**src/rtl/fir_mc_if.sv**
```systemverilog
// fir_mc_if: sample input, coefficient write port and result output of fir_mc.
// The slave modport is the filter's view; the master modport drives it.
interface fir_mc_if #(
    parameter int TAPS        = 8,
    parameter int CHANNELS    = 2,
    parameter int DATA_WIDTH  = 16,
    parameter int COEFF_WIDTH = 16,
    parameter int OUT_WIDTH   = 16
);
    localparam int CW = CHANNELS > 1 ? $clog2(CHANNELS) : 1;
    localparam int AW = TAPS > 1 ? $clog2(TAPS) : 1;
    logic signed [DATA_WIDTH-1:0]  in_sample;
    logic [CW-1:0]                 in_channel;
    logic                          in_valid;
    logic                          in_ready;
    logic                          coef_wr_en;
    logic [AW-1:0]                 coef_wr_addr;
    logic signed [COEFF_WIDTH-1:0] coef_wr_data;
    logic signed [OUT_WIDTH-1:0]   out_sample;
    logic [CW-1:0]                 out_channel;
    logic                          out_valid;
    logic                          out_ready;
    logic                          out_sat;
    modport master (
        output in_sample, in_channel, in_valid, coef_wr_en, coef_wr_addr, coef_wr_data, out_ready,
        input  in_ready, out_sample, out_channel, out_valid, out_sat
    );
    modport slave (
        input  in_sample, in_channel, in_valid, coef_wr_en, coef_wr_addr, coef_wr_data, out_ready,
        output in_ready, out_sample, out_channel, out_valid, out_sat
    );
endinterface

```
**src/rtl/fir_mc.sv**
```systemverilog
// fir_mc: time-multiplexed multi-channel FIR, one tap per cycle through a shared
// multiplier, followed by a round/saturate stage and a ready/valid output.
module fir_mc #(
    parameter int TAPS        = 8,
    parameter int CHANNELS    = 2,
    parameter int DATA_WIDTH  = 16,
    parameter int COEFF_WIDTH = 16,
    parameter int ACC_WIDTH   = 40,
    parameter int SHIFT       = 15,
    parameter int OUT_WIDTH   = 16
) (
    input logic     clk,
    input logic     rst,
    fir_mc_if.slave bus
);
    localparam int CW = CHANNELS > 1 ? $clog2(CHANNELS) : 1;
    localparam int AW = TAPS > 1 ? $clog2(TAPS) : 1;
    localparam int TW = $clog2(TAPS + 1);
    localparam int PW = DATA_WIDTH + COEFF_WIDTH;
    localparam logic [TW-1:0] LAST = TW'(TAPS);
    localparam logic [CW:0] NCH = (CW + 1)'(CHANNELS);
    localparam logic [AW:0] NTAP = (AW + 1)'(TAPS);
    localparam logic signed [ACC_WIDTH-1:0] RND = (ACC_WIDTH'(1) << SHIFT) >> 1;
    localparam logic signed [ACC_WIDTH-1:0] OMAX = {{(ACC_WIDTH-OUT_WIDTH+1){1'b0}}, {(OUT_WIDTH-1){1'b1}}};
    localparam logic signed [ACC_WIDTH-1:0] OMIN = ~OMAX;

    typedef enum logic [1:0] {IDLE, MAC, OUT} state_t;

    state_t                        state_q;
    logic [TW-1:0]                 tap_q;
    logic [CW-1:0]                 ch_q;
    logic signed [ACC_WIDTH-1:0]   acc_q;
    logic signed [DATA_WIDTH-1:0]  x_q [CHANNELS][TAPS];
    logic signed [COEFF_WIDTH-1:0] c_q [TAPS];
    logic signed [OUT_WIDTH-1:0]   out_sample_q;
    logic [CW-1:0]                 out_channel_q;
    logic                          out_valid_q;
    logic                          out_sat_q;

    logic [AW-1:0]                 tap_idx;
    logic signed [PW-1:0]          prod;
    logic signed [ACC_WIDTH-1:0]   acc_d;
    logic signed [ACC_WIDTH-1:0]   r_d;
    logic                          sat_hi, sat_lo, accept, ch_ok, addr_ok;

    assign tap_idx = tap_q[AW-1:0];
    assign prod    = x_q[ch_q][tap_idx] * c_q[tap_idx];
    assign acc_d   = acc_q + {{(ACC_WIDTH-PW){prod[PW-1]}}, prod};
    assign r_d     = (acc_q + RND) >>> SHIFT;
    assign sat_hi  = r_d > OMAX;
    assign sat_lo  = r_d < OMIN;
    assign ch_ok   = {1'b0, bus.in_channel} < NCH;
    assign addr_ok = {1'b0, bus.coef_wr_addr} < NTAP;
    assign accept  = bus.in_valid && bus.in_ready;

    assign bus.in_ready    = (state_q == IDLE) && !bus.coef_wr_en;
    assign bus.out_sample  = out_sample_q;
    assign bus.out_channel = out_channel_q;
    assign bus.out_valid   = out_valid_q;
    assign bus.out_sat     = out_sat_q;

    always_ff @(posedge clk) begin
        if (rst) begin
            state_q       <= IDLE;
            tap_q         <= '0;
            ch_q          <= '0;
            acc_q         <= '0;
            out_sample_q  <= '0;
            out_channel_q <= '0;
            out_valid_q   <= 1'b0;
            out_sat_q     <= 1'b0;
            for (int k = 0; k < TAPS; k++) c_q[k] <= '0;
            for (int c = 0; c < CHANNELS; c++)
                for (int k = 0; k < TAPS; k++) x_q[c][k] <= '0;
        end else begin
            case (state_q)
                IDLE: begin
                    if (bus.coef_wr_en && addr_ok) c_q[bus.coef_wr_addr] <= bus.coef_wr_data;
                    // out-of-range channels complete the handshake but leave everything untouched
                    if (accept && ch_ok) begin
                        for (int c = 0; c < CHANNELS; c++)
                            if (CW'(c) == bus.in_channel) begin
                                for (int k = TAPS - 1; k > 0; k--) x_q[c][k] <= x_q[c][k-1];
                                x_q[c][0] <= bus.in_sample;
                            end
                        ch_q    <= bus.in_channel;
                        tap_q   <= '0;
                        acc_q   <= '0;
                        state_q <= MAC;
                    end
                end
                MAC: begin
                    if (tap_q != LAST) begin
                        acc_q <= acc_d;
                        tap_q <= tap_q + 1'b1;
                    end else begin
                        out_sample_q  <= sat_hi ? OMAX[OUT_WIDTH-1:0] : sat_lo ? OMIN[OUT_WIDTH-1:0] : r_d[OUT_WIDTH-1:0];
                        out_sat_q     <= sat_hi || sat_lo;
                        out_channel_q <= ch_q;
                        out_valid_q   <= 1'b1;
                        state_q       <= OUT;
                    end
                end
                OUT: begin
                    if (bus.out_ready) begin
                        out_valid_q <= 1'b0;
                        state_q     <= IDLE;
                    end
                end
                default: state_q <= IDLE;
            endcase
        end
    end
endmodule
```
**src/flat_wrapper.sv**
```systemverilog
// flat-port wrapper written by rule: the top's interface ports become plain ports
module fir_mc_flat 
#(
    parameter int TAPS        = 8,
    parameter int CHANNELS    = 2,
    parameter int DATA_WIDTH  = 16,
    parameter int COEFF_WIDTH = 16,
    parameter int ACC_WIDTH   = 40,
    parameter int SHIFT       = 15,
    parameter int OUT_WIDTH   = 16
)
  (clk, rst, bus_in_sample, bus_in_channel, bus_in_valid, bus_coef_wr_en, bus_coef_wr_addr, bus_coef_wr_data, bus_out_ready, bus_in_ready, bus_out_sample, bus_out_channel, bus_out_valid, bus_out_sat);
  fir_mc_if #(.TAPS(TAPS), .CHANNELS(CHANNELS), .DATA_WIDTH(DATA_WIDTH), .COEFF_WIDTH(COEFF_WIDTH), .OUT_WIDTH(OUT_WIDTH)) bus_i ();
  input logic clk;
  input logic rst;
  input wire logic [$bits(bus_i.in_sample)-1:0] bus_in_sample;
  input wire logic [$bits(bus_i.in_channel)-1:0] bus_in_channel;
  input wire logic [$bits(bus_i.in_valid)-1:0] bus_in_valid;
  input wire logic [$bits(bus_i.coef_wr_en)-1:0] bus_coef_wr_en;
  input wire logic [$bits(bus_i.coef_wr_addr)-1:0] bus_coef_wr_addr;
  input wire logic [$bits(bus_i.coef_wr_data)-1:0] bus_coef_wr_data;
  input wire logic [$bits(bus_i.out_ready)-1:0] bus_out_ready;
  output wire logic [$bits(bus_i.in_ready)-1:0] bus_in_ready;
  output wire logic [$bits(bus_i.out_sample)-1:0] bus_out_sample;
  output wire logic [$bits(bus_i.out_channel)-1:0] bus_out_channel;
  output wire logic [$bits(bus_i.out_valid)-1:0] bus_out_valid;
  output wire logic [$bits(bus_i.out_sat)-1:0] bus_out_sat;
  assign bus_i.in_sample = bus_in_sample;
  assign bus_i.in_channel = bus_in_channel;
  assign bus_i.in_valid = bus_in_valid;
  assign bus_i.coef_wr_en = bus_coef_wr_en;
  assign bus_i.coef_wr_addr = bus_coef_wr_addr;
  assign bus_i.coef_wr_data = bus_coef_wr_data;
  assign bus_i.out_ready = bus_out_ready;
  assign bus_in_ready = bus_i.in_ready;
  assign bus_out_sample = bus_i.out_sample;
  assign bus_out_channel = bus_i.out_channel;
  assign bus_out_valid = bus_i.out_valid;
  assign bus_out_sat = bus_i.out_sat;
  fir_mc #(.TAPS(TAPS), .CHANNELS(CHANNELS), .DATA_WIDTH(DATA_WIDTH), .COEFF_WIDTH(COEFF_WIDTH), .ACC_WIDTH(ACC_WIDTH), .SHIFT(SHIFT), .OUT_WIDTH(OUT_WIDTH)) u_core (.clk(clk), .rst(rst), .bus(bus_i));
endmodule
```
**config.mk**
```make
export PLATFORM = sky130hd
export DESIGN_NAME = fir_mc_flat
export DESIGN_NICKNAME = d
export VERILOG_FILES = /design/src/rtl/fir_mc_if.sv /design/src/rtl/fir_mc.sv /design/src/flat_wrapper.sv
export SDC_FILE = /design/constraint.sdc
export NUM_CORES = 1
export LEC_CHECK = 0
export CAP_MARGIN = 0
export CORE_MARGIN = 2
export CORE_UTILIZATION = 60
export DETAILED_ROUTE_END_ITERATION = 12
export HOLD_SLACK_MARGIN = 0.08
export PLACE_DENSITY_LB_ADDON = 0.05
export SETUP_SLACK_MARGIN = 0.02
export SKIP_LAST_GASP = 1
export SLEW_MARGIN = 20
export SYNTH_ARGS = -nofsm -noshare
export SYNTH_HDL_FRONTEND = slang
export SYNTH_SLANG_ARGS = --single-unit
```
**constraint.sdc**
```tcl
create_clock -name clk -period 14.03 [get_ports clk]
set_clock_uncertainty 0.15 [all_clocks]
set_input_delay 4.209 -clock clk [delete_from_list [all_inputs] [get_ports clk]]
set_output_delay 4.209 -clock clk [all_outputs]
set_load 0.05 [all_outputs]
```
# Word level (Yosys, flattened, before mapping)
# Memories as Yosys holds them, arrays and structs flattened. A register that Yosys moved wholly into a read port is not among the register bits.
# Index checks and enable logic that the tools add are counted.
# Widths: inputs -> output; s select.
# classes
order_cmp	3
n_mul	1
n_eq_ne	7
n_reduce_logical	13
mux	57
bitwise_logic	18
n_addsub	3
# ops
cell	n
$mux 16	21
$mux 40	2
$pmux 40 s2	1
$bmux 16 s3	1
$add 40x16->40 const B	1
$add 40x40->40	1
$mul 16x16->32	1
$gt 25x16->1 const B	1
$lt 25x16->1 const B	1
$mux 1	21
$or 1x1->1	16
$reduce_or 16->1	1
$mux 3	3
$reduce_and 3->1	3
$mux 4	2
$pmux 4 s2	1
$mux 2	3
$pmux 2 s3	1
$add 4x1->4 const B	1
$ge 4x4->1 const B	1
$ne 2x1->1 const B	2
$ne 2x2->1 const B	2
$ne 4x4->1 const B	1
$not 3->4	1
other kinds (10)	13
# totals
mem_count	2
word_cells	112
output_inout_bits	20
input_bits	41
ff_bits	66
ramBits	384
# mem_list
name	words	width	rd	rd_ports_with_merged_regs	write_ports	line_no	rtl
u_core.x_q	2	128	3	1	2	fir_mc.sv:33	logic signed [DATA_WIDTH-1:0] x_q [CHANNELS][TAPS];
u_core.c_q	8	16	1	1	8	fir_mc.sv:34	logic signed [COEFF_WIDTH-1:0] c_q [TAPS];

# Logic depth before layout (Yosys ltp)
# Gate-level depths: netlist (run 1).
# depth
depth_word	8
mapped_depth	45
ltp_nobuf	40

# Worst setup path after synthesis (run 1)
# Ideal clock, no wire load.
# synth_path
path_type	input port to flip-flop
start	input bus_coef_wr_en
end	memory u_core.x_q[0][0] (netlist bit), enable pin
path_slack_ps	1562
arrival_time_ps	11676
path_stages	3
path_buffers	0
setup_time_ps	642
required_ps	13238
path_cell_list	nor3_1 > nand2_1 > o21bai_1
# synth_lines
element	line_no	rtl
start, declared	flat_wrapper.sv:19	input wire logic [$bits(bus_i.coef_wr_en)-1:0] bus_coef_wr_en;
end, declared	fir_mc.sv:33	

==> results by group, run 1 <==
Detailed routing
  • M1 wire length: 31,670 microns
  • Post-detailed-route DRC marker count: 0
  • Final ANT Viol Nets: 0
  • Total wire length: 72,170 microns
  • DR top layer: met5
  • Pre-Repair DR Iteration Count: 7
  • WL met2: 34,980 microns
  • Met3 WL: 3813 microns
  • DR vias/cell: 5.845
  • Iter 0 DRT Violations: 1,521
  • Routed vias: 20,159
  • Routed WL per cell: 20.92 microns

Synth
  • Synth top area share: 0.3500
  • Syn Inst Count: 2,706
  • Number of synthesized flops with an enable pin: 368
  • Ys flop type: edfxtp_1
  • Post-synthesis sequential area ratio: 0.4045
  • Flops & latches, synth: 454
  • Unique masters post-synth: 71
  • Syn Nets: 3,136
  • Top cell type by total area after synthesis: edfxtp_1
  • Commonest cells post-synth: edfxtp_1, inv_1, and2_1, fa_1, nor2_1
  • Syn Area/Cell: 11.67 sq um
  • Post-Syn Area: 31,570 sq um
  • Ys async rst share: 0
  • Syn. warnings: 0
  • Largest cells by area after synthesis: edfxtp_1, fa_1, mux4_2
  • Most common cell in the netlist: edfxtp_1

Die
  • IO Count: 61
  • Core area: 52,340 sq um
  • Std cell rows: 84
  • Full die area: 54,470 sq um
  • Initial core utilization: 0.6032
  • Die H: 233.4 microns
  • Die Wd: 233.4 microns

Placement
  • Gpl congestion: 0.8772
  • Dpl hpwl: 48,680 microns
  • IO buf count: 60
  • # placed instances: 3,361

Timing
  • Unrepaired setup endpoints after global routing: no
  • Fmax achieved: 89.75 MHz
  • Max-slew violations: 0
  • Slew margin rel.: 0.2677
  • Min cycle time layout: 11.14 ns
  • Sum of negative setup slack: 0 ns
  • Worst-Margin Slew: 1.091 ns
  • Final Hold Viols: 0
  • # setup viols final: 0
  • Crit share post-route: 0.7942

Clocking
  • Clock transition at path regs: 0.06 ns
  • H-Tree Depth: 2
  • CTS tree: yes
  • Worst-Skew Late Latency: 0.62 ns
  • Post-CTS Hold Fix Bufs: 0
  • Clk buf depth: 3
  • Num CTS Buffers: 48
  • CTS sink cnt: 454
  • Post-CTS Setup Inserts: 0
  • Root Driver: clkbuf_16
  • Post-CTS Resized: 0

Global route
  • Vias in the first global route: 20,897
  • Largest net degree at the start of global routing: 118
  • Congestion Overflow GR: 0
  • Initial antenna violation count: 0
  • Total track usage: 0.2744
  • First-pass GRT wire length: 115,600 microns

Setup path
  • Crit-path max cell delay: 0.81 ns
  • Most used cell, CP: fa_1
  • Critical path class: flop to flop
  • CP endpoint kind: flop
  • Worst setup SP type: flop
  • Slowest cell on crit path: dfxtp_4
  • CP arrival: 11.48 ns
  • Crit Path Max Fanout: 41
  • R2R depth: 37
  • CP required: 14.37 ns

Power
  • Switching pwr: 3.940 mW
  • Leak Pwr: 14.59 nW
  • Int Pwr: 4.736 mW
  • Sequential power share: 0.184
  • PD cells: 252.1 nW/um^2
  • Combinational share of power: 0.672
  • Sw frac: 0.4542
  • Clock share of power: 0.144
  • Worst VDD drop: 0.2542 mV

Cells and area
  • Nets: 3,153
  • Final Non-Filler Cells: 3,449
  • Fillers: 4,011
  • Layout cells sized above 1: 0.09634
  • Synthesis-to-finish area growth: 8.988%
  • N_diodes: 0

Hold path
  • Hold Crit Depth: 1
  • Min-Delay Path Class: flop to flop

Status
  • Status: complete, no violations

Run
  • MaxCap Viol Count: 0
-- cell families (layout without fill, tap and decap cells) --
| family | Yosys count | in the layout | synth area share |
|---|---|---|---|
| compound gates | 275 | 275 | 0.05782 |
| xor+xnor | 92 | 92 | 0.02552 |
| fa+ha+maj | 389 | 389 | 0.2167 |
| buf+inv | 449 | 504 | 0.05362 |
| flops | 454 | 454 | 0.4045 |
| mux | 143 | 143 | 0.08722 |
| simple gates | 904 | 904 | 0.1546 |
-- state kept, by name, summed over array words and instances (netlist names), named ones only --
| name | flops |
|---|---|
| u_core.bus.out_valid | 1 |
| u_core.acc_q | 40 |
| u_core.bus.out_sample | 16 |
| u_core.x_q | 256 |
| u_core.tap_q | 4 |
| u_core.bus.out_sat | 1 |
| u_core.c_q | 128 |
| u_core.state_q | 2 |
| u_core.bus.out_channel | 1 |
| u_core.ch_q | 1 |
-- path summary, 6_finish.rpt --
check              startpoint                to  slack, ns
min reg2reg  u_core.x_q[1][8]  u_core.x_q[1][8]       0.33
min          u_core.x_q[1][8]  u_core.x_q[1][8]       0.33
max                      flop  u_core.acc_q[39]       2.89
max reg2reg              flop  u_core.acc_q[39]       2.89
-- routing by layer --
| layer | vias to the layer above | GRT usage |
|---|---|---|
| li1 | 9258 | - |
| met1 | 10251 | 0.3914 |
| met2 | 546 | 0.4466 |
| met3 | 102 | 0.03552 |
| met4 | 2 | 0.07654 |
| met5 | - | 0.006434 |
-- layout by cell type, fill, tap and decap left out, types with 22 or more instances in the layout --
cell type / netlist / final
xor2_1: 30 / 30
dfxtp_1: 86 / 83
xnor2_1: 62 / 62
nor2b_1: 69 / 69
clkdlybuf4s50_1: 0 / 58
mux4_2: 104 / 104
o21ai_0: 46 / 41
nand2b_1: 43 / 43
buf_4: 0 / 38
ha_1: 126 / 126
fa_1: 263 / 263
nand2_1: 140 / 140
edfxtp_1: 368 / 368
nor2_1: 156 / 153
and3_1: 124 / 124
and2_1: 279 / 279
a21oi_1: 83 / 82
a21o_1: 25 / 25
inv_1: 318 / 317
a22oi_1: 26 / 26
nor3_1: 34 / 33
clkbuf_16: 0 / 48
mux2i_1: 22 / 22
-- power by group through the flow --
stage          clock, mW  sequential, mW  combinational [mW]
4_1_cts             1.27            1.60                5.80
3_5_place_dp           0            1.63                5.77
6_report            1.25            1.60                5.83
3_3_place_gp           0            1.62                5.58
5_1_grt             1.32            1.61                6.57
2_1_floorplan          0            1.60                4.63
-- final cells by class --
class	instances	area [sq um]	area share
Clock buffer	61	1270	0.03691
Clock inverter	27	255.2	0.007417
Inverter	318	1196	0.03476
Multi-Input combinational cell	1803	17170	0.4989
Sequential cell	454	12780	0.3714
Tap cell	688	860.8	0.02502
Timing Repair Buffer	98	882.1	0.02563
-- worst max-delay path: cells and delay by family, from the launching register on --
family | cells | cell delay (ns)
xor+xnor | 2 | 0.29
simple gates | 8 | 1.54
compound gates | 12 | 2.80
mux | 2 | 0.85
fa+ha+maj | 8 | 3.76
buf+inv | 5 | 0.76
flops | 1 | 0.81
-- stage by stage --
| stage | worst slack, ns | area (sq um) | hold slack, ns | util | power, mW |
|---|---|---|---|---|---|
| 2_1_floorplan | 1.562 | 31570 | 0.2873 | - | 6.230 |
| 3_3_place_gp | 2.936 | 32870 | 0.3016 | 0.6281 | 7.207 |
| 3_5_place_dp | 2.692 | 32870 | 0.3069 | 0.6281 | 7.399 |
| 4_1_cts | 2.659 | 34400 | 0.3254 | 0.6572 | 8.673 |
| 5_1_grt | 2.150 | 34410 | 0.3414 | 0.6575 | 9.497 |
| 6_report | 2.888 | 34410 | 0.3279 | 0.6575 | 8.676 |
No activity file was read; power rests on OpenSTA's default activity.
==> run 2: changes to the inputs <==
==> constraint.sdc (replaced) <==
create_clock -name clk -period 10.73 [get_ports clk]
set_clock_uncertainty 0.15 [all_clocks]
set_input_delay 3.219 -clock clk [delete_from_list [all_inputs] [get_ports clk]]
set_output_delay 3.219 -clock clk [all_outputs]
set_load 0.05 [all_outputs]
==> results by group, run 2 (same netlist as run 1, synthesis figures left out) <==
Status
  • Status: complete, no violations

Setup path
  • Slowest cell on crit path: mux4_2
  • Most used cell, CP: fa_1
  • Reg2Reg Setup Slack: 0.53 ns
  • CP arrival: 10.56 ns
  • Crit-path max cell delay: 0.68 ns
  • R2r endpoint: u_core.acc_q[39]
  • Top delay family on crit path: adder cells
  • Worst setup SP type: flop
  • Worst Path Buf+Inv: 5
  • Critical path class: flop to flop
  • Crit Path Max Fanout: 16
  • R2R depth: 36
  • Critical Path Stages: 36
  • CP required: 11.09 ns
  • CP endpoint kind: flop

Global route
  • Vias in the first global route: 20,675
  • First-pass GRT wire length: 114,100 microns
  • M1 GR Usage: 0.3825
  • Met2 Resource Use GR: 0.4309
  • Initial antenna violation count: 1
  • Largest net degree at the start of global routing: 225
  • Congestion Overflow GR: 0
  • Met3 Use GR: 0.04297
  • Total track usage: 0.2703
  • GRT busiest layer: met2

Placement
  • Placed inst area: 33,040 sq um
  • Dpl hpwl: 48,970 microns
  • Gpl congestion: 0.8642
  • Worst slack at placement: 0.6400 ns
  • IO buf count: 60

Die
  • Die H: 233.4 microns
  • IO Count: 61
  • Die Wd: 233.4 microns
  • Full die area: 54,470 sq um
  • Std cell rows: 84
  • Initial core utilization: 0.6032
  • Core area: 52,340 sq um

Power
  • Worst VDD drop: 0.3196 mV
  • PD cells: 326.1 nW/um^2
  • Combinational share of power: 0.669
  • Total power draw: 11.28 mW
  • Switching pwr: 5.082 mW
  • Int Pwr: 6.196 mW
  • Leak Pwr: 14.68 nW
  • Clock share of power: 0.146
  • Sequential power share: 0.185
  • Sw frac: 0.4506

Cells and area
  • Largest registers: u_core.x_q (256), u_core.c_q (128), u_core.acc_q (40)
  • Most common cell after layout, fill and taps aside: edfxtp_1
  • Most frequent cells in the layout: edfxtp_1, inv_1, and2_1
  • Largest register FFs: 256
  • N_diodes: 0
  • Final Cell Area: 34,590 sq um
  • Nets: 3,169
  • Fillers: 3,976
  • Layout Utilization: 0.6609
  • Layout cells sized above 1: 0.1027
  • Synthesis-to-finish area growth: 9.550%
  • Biggest register: u_core.x_q

Clocking
  • CTS tree: yes
  • Post-CTS Setup Inserts: 0
  • Worst-Skew Late Latency: 0.62 ns
  • Num CTS Buffers: 48
  • CTS sink cnt: 454
  • Post-CTS Resized: 0
  • Post-CTS Hold Fix Bufs: 0
  • Clk buf depth: 3
  • Root Driver: clkbuf_16
  • Clock transition at path regs: 0.07 ns
  • H-Tree Depth: 2

Detailed routing
  • Total wire length: 71,150 microns
  • DR vias/cell: 5.829
  • Post-detailed-route DRC marker count: 0
  • Iter 0 DRT Violations: 1,633
  • Routed vias: 20,186
  • Pre-Repair DR Iteration Count: 5
  • Final ANT Viol Nets: 0
  • Routed WL per cell: 20.55 microns

Timing
  • # setup viols final: 0
  • Worst-Margin Slew: 1.001 ns
  • Unrepaired setup endpoints after global routing: no
  • Final Hold Viols: 0
  • Sum of negative setup slack: 0 ns
  • Max-slew violations: 0
  • Fmax achieved: 98.02 MHz
  • Slew margin rel.: 0.3329
  • Min cycle time layout: 10.20 ns
  • Crit share post-route: 0.9508
  • Fin worst setup slack: 0.5280 ns

Hold path
  • Hold Crit Depth: 1
  • Min-Delay Path Class: flop to flop
  • Worst Hold Path EP: u_core.x_q[1][4]
  • Hold_sp: u_core.x_q[1][4]

Run
  • MaxCap Viol Count: 0
==> run 2: cell types whose count changed in the layout (fill, tap and decap cells not counted), sizes merged <==
| cell | previous run | this run |
|---|---|---|
| clkbuf | 61 | 62 |
| inv | 322 | 320 |
| clkinvlp | 0 | 2 |
| buf | 40 | 56 |
| clkinv | 20 | 17 |
==> run 2: per-layer routing <==
layer | wire (microns) | part of all wire
met5 | 17 | 0.00024
met4 | 2132 | 0.030
met3 | 3907 | 0.055
met2 | 33390 | 0.47
met1 | 31700 | 0.45
==> run 2: worst max-delay path by stage <==
stage / from / endpoint / slack (ns)
after floorplan: u_core.tap_q[0] / u_core.acc_q[39] / 0.76
after global placement: flop / u_core.acc_q[39] / 0.67
after detailed placement: flop / u_core.acc_q[39] / 0.64
after CTS: flop / u_core.acc_q[39] / 0.61
after global routing: flop / u_core.acc_q[38] / 0.05
final: flop / u_core.acc_q[39] / 0.53
==> run 2: cell type report <==
| class | count | area, sq um | area share |
|---|---|---|---|
| Inverter | 318 | 1196 | 0.03458 |
| Clock buffer | 62 | 1294 | 0.03740 |
| Sequential cell | 454 | 12780 | 0.3695 |
| Multi-Input combinational cell | 1803 | 17160 | 0.4960 |
| Timing Repair Buffer | 114 | 1049 | 0.03031 |
| Tap cell | 688 | 860.8 | 0.02489 |
| Clock inverter | 24 | 251.5 | 0.007271 |
==> run 2: power by group through the flow <==
stage,combinational (mW),sequential [mW],clock [mW]
floorplan,6.05,2.09,0
global placement,7.31,2.12,0
detailed placement,7.49,2.13,0
CTS,7.53,2.09,1.68
global route,8.51,2.10,1.74
finish,7.54,2.09,1.65
==> run 2: metrics by stage <==
step	std cells	hold WS (ns)
after floorplan	2706	0.2873
after detailed placement	3377	0.3081
after global placement	3377	0.3010
after CTS	3463	0.3238
final	3463	0.3217
after global routing	3463	0.3431
